## src/rtl/pipeline_hazard_ctrl.sv

```systemverilog
// Hazard sequencer for the IF/ID, ID/EX, EX/MEM and MEM/WB latches and the PC.
// Define PIPE_PERF_EN to add the stall_cycles / flush_events performance counters.
module pipeline_hazard_ctrl #(
    parameter int REGADDR_W = 5
) (
    input  logic                 CLK,
    input  logic                 nRST,
    input  logic                 ihit,
    input  logic                 dhit,
    input  logic                 dmemREN_mem,
    input  logic                 dmemWEN_mem,
    input  logic                 MemRead_ex,
    input  logic [REGADDR_W-1:0] regWSEL_ex,
    input  logic [REGADDR_W-1:0] rs_id,
    input  logic [REGADDR_W-1:0] rt_id,
    input  logic                 branch_taken_mem,
    input  logic                 halt_wb,
    output logic                 en_fd,
    output logic                 en_dx,
    output logic                 en_xm,
    output logic                 en_mw,
    output logic                 flush_fd,
    output logic                 flush_dx,
    output logic                 flush_xm,
    output logic                 flush_mw,
    output logic                 pc_en,
    output logic                 halted
`ifdef PIPE_PERF_EN
    ,
    output logic [31:0]          stall_cycles,
    output logic [31:0]          flush_events
`endif
);

    typedef enum logic [1:0] {
        RUN   = 2'd0,
        DWAIT = 2'd1,
        HALT  = 2'd2
    } state_t;

    state_t r_state;
    state_t w_next_state;
    logic   r_ipend;

    logic w_dreq, w_lu, w_iv;
    logic w_eval, w_row3;
    logic w_en_fd, w_en_dx, w_en_xm, w_en_mw;
    logic w_flush_fd, w_flush_dx, w_flush_xm, w_flush_mw;
    logic w_pc_en;

    assign w_dreq = dmemREN_mem | dmemWEN_mem;
    assign w_lu   = MemRead_ex & (regWSEL_ex != '0) &
                    ((regWSEL_ex == rs_id) | (regWSEL_ex == rt_id));
    assign w_iv   = ihit | r_ipend;

    // NOTE: every signal gets a default first so no path through the case leaves it unassigned (no latch).
    always_comb begin
        w_next_state = r_state;
        w_eval       = 1'b0;
        w_row3       = 1'b0;
        w_en_fd      = 1'b0;
        w_en_dx      = 1'b0;
        w_en_xm      = 1'b0;
        w_en_mw      = 1'b0;
        w_flush_fd   = 1'b0;
        w_flush_dx   = 1'b0;
        w_flush_xm   = 1'b0;
        w_flush_mw   = 1'b0;
        w_pc_en      = 1'b0;

        case (r_state)
            RUN: begin
                if (halt_wb)              w_next_state = HALT;
                else if (w_dreq && !dhit) w_next_state = DWAIT;
                else                      w_eval       = 1'b1;
            end
            DWAIT: begin
                if (dhit) begin
                    w_next_state = RUN;
                    w_eval       = 1'b1;
                end
            end
            HALT:    w_next_state = HALT;
            default: w_next_state = RUN;
        endcase

        // Shared decision table for a free-running RUN cycle and the DWAIT release cycle.
        if (w_eval) begin
            if (branch_taken_mem) begin
                w_row3     = 1'b1;
                w_flush_fd = 1'b1;
                w_flush_dx = 1'b1;
                w_flush_xm = 1'b1;
                w_en_mw    = 1'b1;
                w_pc_en    = 1'b1;
            end else if (w_lu) begin
                w_flush_dx = 1'b1;
                w_en_xm    = 1'b1;
                w_en_mw    = 1'b1;
            end else if (!w_iv) begin
                w_flush_fd = 1'b1;
                w_en_dx    = 1'b1;
                w_en_xm    = 1'b1;
                w_en_mw    = 1'b1;
            end else begin
                w_en_fd    = 1'b1;
                w_en_dx    = 1'b1;
                w_en_xm    = 1'b1;
                w_en_mw    = 1'b1;
                w_pc_en    = 1'b1;
            end
        end
    end

    // Reset gates every control output so nothing advances while nRST is low.
    assign en_fd    = w_en_fd    & nRST;
    assign en_dx    = w_en_dx    & nRST;
    assign en_xm    = w_en_xm    & nRST;
    assign en_mw    = w_en_mw    & nRST;
    assign flush_fd = w_flush_fd & nRST;
    assign flush_dx = w_flush_dx & nRST;
    assign flush_xm = w_flush_xm & nRST;
    assign flush_mw = w_flush_mw & nRST;
    assign pc_en    = w_pc_en    & nRST;
    assign halted   = (r_state == HALT);

    // NOTE: sequential state uses non-blocking assignments so all registers update from pre-edge values.
    always_ff @(posedge CLK or negedge nRST) begin
        if (!nRST) begin
            r_state <= RUN;
            r_ipend <= 1'b0;
        end else begin
            r_state <= w_next_state;
            // A fetch completed while IF/ID was held is remembered until it is consumed or squashed.
            if (en_fd || flush_fd) r_ipend <= 1'b0;
            else if (ihit)         r_ipend <= 1'b1;
        end
    end

`ifdef PIPE_PERF_EN
    logic [31:0] r_stall_cycles;
    logic [31:0] r_flush_events;

    always_ff @(posedge CLK or negedge nRST) begin
        if (!nRST) begin
            r_stall_cycles <= '0;
            r_flush_events <= '0;
        end else if (r_state != HALT) begin
            if (!pc_en) r_stall_cycles <= r_stall_cycles + 32'd1;
            if (w_row3) r_flush_events <= r_flush_events + 32'd1;
        end
    end

    assign stall_cycles = r_stall_cycles;
    assign flush_events = r_flush_events;
`endif

endmodule
```

## config.mk

```make
export PLATFORM = sky130hd
export DESIGN_NAME = pipeline_hazard_ctrl
export DESIGN_NICKNAME = d
export VERILOG_FILES = /design/src/rtl/pipeline_hazard_ctrl.sv
export SDC_FILE = /design/constraint.sdc
export NUM_CORES = 1
export LEC_CHECK = 0
export BUFFER_PORTS_ARGS = -buffer_cell sky130_fd_sc_hd__buf_4
export CELL_PAD_IN_SITES_DETAIL_PLACEMENT = 2
export CELL_PAD_IN_SITES_GLOBAL_PLACEMENT = 2
export CORE_AREA = 2 2 61 46
export DETAILED_ROUTE_END_ITERATION = 6
export DIE_AREA = 0 0 63 48
export GPL_TIMING_DRIVEN = 0
export PLACE_DENSITY = 0.79
export RECOVER_POWER = 50
export SYNTH_ARGS = -nofsm -noshare
export SYNTH_HDL_FRONTEND = slang
export SYNTH_SLANG_ARGS = --single-unit
export TNS_END_PERCENT = 50
```

## constraint.sdc

```tcl
create_clock -name CLK -period 1.71 [get_ports CLK]
set_input_delay 0.2565 -clock CLK [delete_from_list [all_inputs] [get_ports CLK]]
set_output_delay 0.2565 -clock CLK [all_outputs]
set_load 0.1 [all_outputs]
```

# == Word-level counts from Yosys, hierarchy flattened ==
# Index checks and enable logic that the tools add are counted.
# word_totals
ram_bits,0
mem_count,0
regBits,3
romBits,0
latchBits,0
# op_classes
n_shift,0
bitwise_logic,13
n_reduce_logical,7
addsub,0
eq_ne,6
n_lt_le_gt_ge,0
n_div,0
n_mul,0
n_mux,31
# ops
cell,n
1-bit two-way mux,26
1-bit bitwise AND,10
5-bit equality test,2
2-bit two-way mux,3
2-bit one-hot mux with 3 select lines,1
5-bit nonzero test,1
"3-bit inequality test, second input constant",1
1-bit OR,3
"2-bit by 1-bit equality test with 1-bit output, second input constant",1
"2-bit equality test, second input constant",1
2-bit zero test,1
"2-bit inequality test, second input constant",1
1-bit one-hot mux with 2 select lines,1
2-bit AND reduction,1
2-bit nonzero test,1
1-bit logical AND,1
1-bit zero test,1
1-bit logical OR,1

# == Depth between registers and ports, before layout ==
# Gate-level depths: netlist of run 1.
# depth
depth_word,9
ltp_mapped,5
mapped_depth_nobuf,5

# == Least setup slack after synthesis of run 1 ==
# Ideal clock, no wire load.
# synth_timing
path_kind,register to output
from,register r_state[0]
to,output en_dx
slack_ps,-2279
path_stages_with_launch,5
required_time_ps,1454
t_arrival_ps,3732
path_buffers,0
cell_sequence,dfrtp_1 nor3_1 o2111ai_2 nor2_1 a21boi_1
# synth_via
elab_chain_len,4
elab_cells_between_ends,5
# synth_rtl
element,line,text
from (decl),41,state_t r_state;
from (signal assigned),133,r_state <= w_next_state;
2-bit by 1-bit equality test with 1-bit output or 2-bit zero test (tied branches),71,case (r_state)
1-bit one-hot mux with 2 select lines (*),71,
1-bit two-way mux (*),88,if (w_eval) begin
1-bit bitwise AND (*),117,assign en_dx = w_en_dx & nRST;
to (decl),19,"output logic en_dx,"
# Mark *: on every way between the ends. The rest lies on a longest branch, timed or not.

# == Final worst setup path of run 1 ==
# layout_timing
from,register r_state[0]
to,output flush_dx
# layout_via
elab_chain_len,4
elab_cells_between_ends,5
# layout_rtl
element,line,text
2-bit by 1-bit equality test with 1-bit output or 2-bit zero test (tied branches),71,
1-bit one-hot mux with 2 select lines (*),71,
1-bit two-way mux (*),88,
1-bit bitwise AND (*),121,assign flush_dx = w_flush_dx & nRST;
to (decl),23,"output logic flush_dx,"
# Marked as above.

==> metrics.txt, run 1 <==
Final nets=118; final worst path period share=122%; most numerous cell types in the synthesized netlist=nor2_1, xnor2_1, dfrtp_1; async set-or-reset flop fraction in the synthesized netlist=100%; number of pins exceeding their max-slew limit in the final report=0; Core Rows=15; sequential cell area=76.3 µm²; number of nets in the synthesized netlist=71; minimum period implied by the final worst setup slack=2080 ps; ys flop type=dfrtp_1; GRT overflow=0; maximum operating frequency=0.480 GHz; total instance count after detailed placement=113; fraction of layout instances using a drive strength above 1=65.6%; startpoint kind of the worst setup timing path=flop; Post-Synth Adder-Cell Area=0%; share of the synthesized area in the top cell type=22.2%; GR Util All Layers=17.0%; maximum count of clock buffers along a single path=2; Cell Count, Final, Fillers Out=127; run status=complete, but fails checks; pin count of the biggest net entering global routing=7; summed area of non-filler cells in the final layout=981 µm²; slew at the pin closest to its max-slew limit=588 ps; initial antenna violation count=0; share of cell area taken by muxes after synthesis=0%; worst setup margin=-374 ps; Slowest Stage Delay on Critical Path=440 ps; net switching power=0.000134 W; arrival time at the worst endpoint=1830 ps; fraction of power consumed by combinational cells=38.6%; routed wire length per instance=17.5 µm; vias per std cell=4.23; dpl cell area=771 µm²; IR Drop Worst-Case VDD=210 µV; post-synthesis sequential element count=3; sequential fraction of the synthesis area=19.0%; htree depth=1; Mapped Area=395 µm²; post-synthesis area per instance=8.41 µm²; classification of the worst setup path=reg2out; HP Class=in2reg; part of the total power dissipated in the clock network=41.9%; worst hold-check slack=194 ps; unrepaired setup endpoints after global routing=yes; sum of negative setup slack=-2230 ps; Max Clock Skew=0.647 ps; final setup violating endpoints=8; antenna violation net count after detailed routing=0; Cell variety after synth=22; Routability Congestion=0.615; Total Power Consumption=0.000365 W; total of buffers placed on input and output ports=32; Ports=34; Multi-input gate area=400 µm²; part of the total power dissipated in sequential elements=19.5%; Via Count=537; leakage power summed over all cells=0.385 nW; maximum fanout along the worst path=5; die outline height=48 µm; Detailed Routing Iterations Pass 1=4; cell at the slowest stage of the critical path=dfrtp_2; clock-pin transition on the worst setup and hold timing paths=50 ps; insertion delay to the later sink of the worst-skew pair=260 ps; 1st-iter DRT viols=14; cts bufs inserted=3; simple-gate area share of the yosys netlist=25.3%; number of enable flip-flop cells after synthesis=0; relative area change from synthesis to final layout=148%; aggregate routed wire length=2230 µm; XOR/XNOR Fraction of Synth Area=22.2%; vias in the first global route=608; failing checks=negative setup slack; width of the chip=63 µm; Initial Util=16.6%; switching share of power=36.8%; post-detailed-route DRC marker count=0; CTS tree=done; cell chosen for the clock root=clkbuf_4; Yosys top cell by area=xnor2_1; full die area=3020 µm²; post-synthesis compound-gate area fraction=28.8%; first-pass GRT wire length=3520 µm; total of warnings raised by yosys=0; data required time at the worst endpoint=1450 ps; largest cells by area after synthesis=xnor2_1, dfrtp_1, nor2_1; dominant combinational cell family by area after synthesis=compound AO/OA/AOI/OAI gates; Placeable Area=2380 µm²; number of antenna cells inserted=0; number of clock sinks=3; slew margin rel.=60.8%; max cap viols=0; gate count of the mapped netlist=47; Internal Pwr Total=0.000231 W; crit-path cells=or2b_1, o2111ai_4, clkinvlp_4, and2_4, a31o_4, buf_12; kind of end point of the critical path=output pin; areal power density over the cells=372 nW/µm²; Filler Cell Count=253; Final Hold Viols=0
-- area by class of cell --
type / count / share of cell area, %
repair buffers: 42 / 42.5
plain buffers: 1 / 0.765
inverters: 2 / 1.15
clock buffers: 4 / 2.68
flip-flops and latches: 3 / 7.78
well taps: 34 / 4.34
multi-input cells: 41 / 40.8
-- layout by cell type (no fill, tap or decap) --
cell	count
o21a_4	1
nor2b_4	1
or4_4	1
o2111ai_4	1
buf_4	31
a31o_4	1
nand2_1	2
nand3_1	2
nor3_4	1
a2111oi_4	1
conb_1	1
clkbuf_4	3
nor2_4	1
buf_12	7
buf_8	1
nor3_1	1
nor2_1	9
a21boi_4	1
and2_4	1
a21oi_4	1
a211oi_4	1
o31ai_4	1
clkinvlp_4	1
a31o_2	1
dlygate4sd3_1	1
inv_1	1
dfrtp_2	1
or2b_1	1
buf_6	2
clkbuf_1	2
xnor2_1	10
o22ai_2	1
dfrtp_1	2
-- timing repair --
action                                  4_1_cts  5_1_grt
cloned                                        0        0
setup buffers                                 7        2
gates resized for setup                      25        2
pin swaps                                     2        2
endpoints found under the setup margin        8        9
hold buffers                                  1        0
hold endpoints to repair                      3        0
-- flip-flops by register name (all words and copies together) (netlist names) --
signal	cells
r_ipend	1
r_state	2
-- power groups by stage --
stage          Sequential, W  Combinational (W)  Clock, W
2_1_floorplan      0.0000723          0.0000617         0
3_3_place_gp       0.0000723           0.000125         0
3_5_place_dp       0.0000723           0.000128         0
4_1_cts            0.0000712           0.000136  0.000147
5_1_grt            0.0000711           0.000152  0.000167
6_report           0.0000712           0.000141  0.000153
-- per-layer routing --
metal / global-route usage [%] / vias to the layer above / wire [µm]
met3: 6.12 / 2 / 72
met1: 17.5 / 274 / 877
met2: 34.0 / 10 / 1250
met5: 0 / - / 0
met4: 5.33 / 0 / 25
li1: - / 251 / -
-- through the flow --
step	utilization (%)	setup slack, ps
after floorplan	-	-725
after global placement	32.3	-377
after detailed placement	32.3	-375
after CTS	40.4	-363
after global routing	41.2	-451
final	41.2	-374
-- worst max-delay path, delay by kind of cell, from the launching register on --
kind	cells	cell delay, ps
AOI/OAI and AO/OA	2	330
buffers and inverters	2	330
DFF	1	440
and+or+nand+nor	2	440
-- final timing paths --
kind	startpoint	to	slack, ps	depth (start not counted)
worst min-delay path	dhit	r_state[0]$_DFFE_PN0P_	190	2
max in group asynchronous	nRST	r_state[0]$_DFFE_PN0P_	1070	2
worst max register to register	r_state[0]$_DFFE_PN0P_	r_ipend$_DFFE_PN0P_	130	7
min in group asynchronous	nRST	r_state[1]$_DFFE_PN0P_	450	2
worst min register to register	r_state[1]$_DFFE_PN0P_	r_state[0]$_DFFE_PN0P_	470	1
worst max-delay path	r_state[0]$_DFFE_PN0P_	flush_dx	-370	6
-- cell families (layout without fill, tap and decap cells) --
kind of cell,Yosys count,count (layout)
compound gates,10,10
xor+xnor,10,10
buf+inv,3,49
flops,3,3
other cells,1,1
simple gates,20,20
Note: power is estimated with default switching activity, not from simulation.
==> inputs of run 2 (changes only) <==
--- a/config.mk
+++ b/config.mk
@@ -8,11 +8,11 @@
 export BUFFER_PORTS_ARGS = -buffer_cell sky130_fd_sc_hd__buf_4
 export CELL_PAD_IN_SITES_DETAIL_PLACEMENT = 2
 export CELL_PAD_IN_SITES_GLOBAL_PLACEMENT = 2
-export CORE_AREA = 2 2 61 46
+export CORE_AREA = 2 2 58 44
 export DETAILED_ROUTE_END_ITERATION = 6
-export DIE_AREA = 0 0 63 48
+export DIE_AREA = 0 0 60 46
 export GPL_TIMING_DRIVEN = 0
-export PLACE_DENSITY = 0.79
+export PLACE_DENSITY = 0.86
 export RECOVER_POWER = 50
 export SYNTH_ARGS = -nofsm -noshare
 export SYNTH_HDL_FRONTEND = slang
==> constraint.sdc (replaced) <==
create_clock -name CLK -period 2.4 [get_ports CLK]
set_input_delay 0.36 -clock CLK [delete_from_list [all_inputs] [get_ports CLK]]
set_output_delay 0.36 -clock CLK [all_outputs]
set_load 0.1 [all_outputs]
==> run 2 against run 1 <==
The flow now finishes without violations. Largest power group is now combinational logic. Via count down 12%. Design area decreased by 20%. Routed wire length is 35% lower. Count of clock-buffer cells in the layout unchanged. Global-route usage is 5.9 points lower. Critical path type is now in2out. Total power fell by 38%. Die area decreased by 8.7%. Worst hold slack improved by 120 ps.
==> metrics.txt, run 2 (synthesized netlist as in run 1, its figures left out) <==
run status=finished clean; endpoint of the worst hold path=r_state[0]$_DFFE_PN0P_; data required time at the worst endpoint=2040 ps (+590 ps); maximum operating frequency=0.429 GHz; areal power density over the cells=290 nW/µm² (-22%); antenna violation net count after detailed routing=0 (unchanged); net switching power=0.0000697 W (-48%); Final nets=109 (-7.6%); kind of end point of the critical path=output pin; Cell Count, Final, Fillers Out=118 (-7.1%); Total Power Consumption=0.000228 W (-38%); final worst path period share=97.0%; Critical path origin=regWSEL_ex[1]; crit-path cells=buf_4, or4_1, o21a_4, nor2b_4, a211oi_4, buf_4; Max Clock Skew=3.52 ps (+2.87 ps); IR Drop Worst-Case VDD=152 µV (-28%); number of cells on the worst hold path=2 (unchanged); number of clock sinks=3 (unchanged); leakage power summed over all cells=0.310 nW (-19%); HP Class=in2reg; Worst R2R End=r_ipend$_DFFE_PN0P_; cell at the slowest stage of the critical path=or4_1; switching share of power=30.6% (-6.3 points); total of buffers placed on input and output ports=32 (unchanged); highest-count cells in the layout ignoring fill and taps=buf_4, xnor2_1, nor2_1; number of antenna cells inserted=0 (unchanged); Initial Util=17.4% (+0.82 points); die outline height=46 µm (-4.2%); cts bufs inserted=3 (unchanged); sum of negative setup slack=0 ps (+2230 ps); summed area of non-filler cells in the final layout=787 µm² (-20%); width of the chip=60 µm (-4.8%); Via Count=473 (-12%); Final Hold Viols=0 (unchanged); hold wc startpoint=dhit; aggregate routed wire length=1440 µm (-35%); Ports=34 (unchanged); Largest regs=r_state: 2 flops, r_ipend: 1 flops; maximum count of clock buffers along a single path=2 (unchanged); post-detailed-route DRC marker count=0 (unchanged); startpoint kind of the worst setup timing path=input pin; unrepaired setup endpoints after global routing=no; maximum fanout along the worst path=5 (unchanged); Core Rows=15 (unchanged); max cap viols=0 (unchanged); classification of the worst setup path=in2out; part of the total power dissipated in sequential elements=22.3% (+2.8 points); R2R setup slack=980 ps (+850 ps); pin count of the biggest net entering global routing=7 (unchanged); Largest Register=r_state; final setup violating endpoints=0 (-8); slew at the pin closest to its max-slew limit=1160 ps (+572 ps); max reg flops=2 (unchanged); fraction of power consumed by combinational cells=39.0% (+0.4 points); Placeable Area=2270 µm² (-4.7%); DP Wirelength=1250 µm; GRT overflow=0 (unchanged); arrival time at the worst endpoint=1970 ps (+140 ps); cell chosen for the clock root=clkbuf_4; 1st-iter DRT viols=15 (+1); minimum period implied by the final worst setup slack=2330 ps; slew margin rel.=23.0% (-38 points); routed wire length per instance=12.2 µm (-30%); initial antenna violation count=0 (unchanged); Routability Congestion=0.746 (+21%); Worst R2R Start=r_state[0]$_DFFE_PN0P_; Internal Pwr Total=0.000158 W (-31%); htree depth=1 (unchanged); cell type with the highest occurrence count on the critical path=buf_4; total instance count after detailed placement=113 (unchanged); fraction of layout instances using a drive strength above 1=58.3% (-7.3 points); Slowest Stage Delay on Critical Path=540 ps (+100 ps); GR Util All Layers=11.1% (-5.9 points); insertion delay to the later sink of the worst-skew pair=230 ps (-30 ps); number of pins exceeding their max-slew limit in the final report=0 (unchanged); Detailed Routing Iterations Pass 1=3 (-1); relative area change from synthesis to final layout=99.1%; dpl cell area=758 µm² (-1.6%); vias per std cell=4.01 (-5.2%); part of the total power dissipated in the clock network=38.7% (-3.2 points); clock-pin transition on the worst setup and hold timing paths=30 ps (-20 ps); most common cell after layout, fill and taps aside=buf_4; Register-to-Register Path Depth=5 (-2); CTS tree=done; vias in the first global route=496 (-18%); full die area=2760 µm² (-8.7%); first-pass GRT wire length=2250 µm (-36%)
[run 2: cell types whose count changed in the layout (fill, tap and decap cells not counted), sizes merged]
cell and change:
clkbuf +1, buf -10
[run 2: timing repair]
action                                  in CTS  in global routing
gates resized for setup                      0                  0
hold endpoints to repair                     3                  0
endpoints found under the setup margin       0                  1
hold buffers                                 1                  0
setup buffers                                0                  0
[run 2: area by class of cell]
class,count,area [µm²]
buffer,1,7.51
clock buffer,4,26.3
fill,269,1480
inverter,2,11.3
multi-input combinational,41,382
sequential,3,75.1
tap,34,42.5
timing repair buffer,33,243
[run 2: how the worst max path moves through the flow]
stage	depth (start not counted)	endpoint	slack [ps]
after floorplan	3	en_fd	-250
after global placement	6	flush_fd	70
after detailed placement	6	flush_fd	60
after CTS	6	flush_fd	60
after global routing	6	flush_dx	20
final	6	flush_fd	70
[run 2: stage by stage]
stage	hold slack [ps]	utilization, %	setup slack [ps]
finish	318	34.7	71.7
global route	322	34.7	17.4
global placement	164	33.4	73.0
CTS	310	35.0	59.0
detailed placement	164	33.4	59.2
floorplan	64.4	-	-250
[run 2: metal layers]
layer  up-vias  GRT usage [%]  wire length (µm)
met2        18           20.7               728
met3         0           2.56               122
met1       221           12.5               593
li1        234              -                 -
met5         -              0                 0
met4         0           4.00                 0
[run 2: power by group through the flow]
stage / sequential [W] / clock [W] / combinational [W]
3_5_place_dp: 0.0000515 / 0 / 0.0000892
4_1_cts: 0.0000509 / 0.0000919 / 0.0000908
3_3_place_gp: 0.0000515 / 0 / 0.0000867
2_1_floorplan: 0.0000515 / 0 / 0.0000436
5_1_grt: 0.0000508 / 0.0000918 / 0.0000955
6_report: 0.0000509 / 0.0000882 / 0.0000889
[run 2: worst max-delay path: cells and delay by family]
family | cells | cell delay, ps
buf+inv | 2 | 450
simple gates | 2 | 690
compound gates | 2 | 470
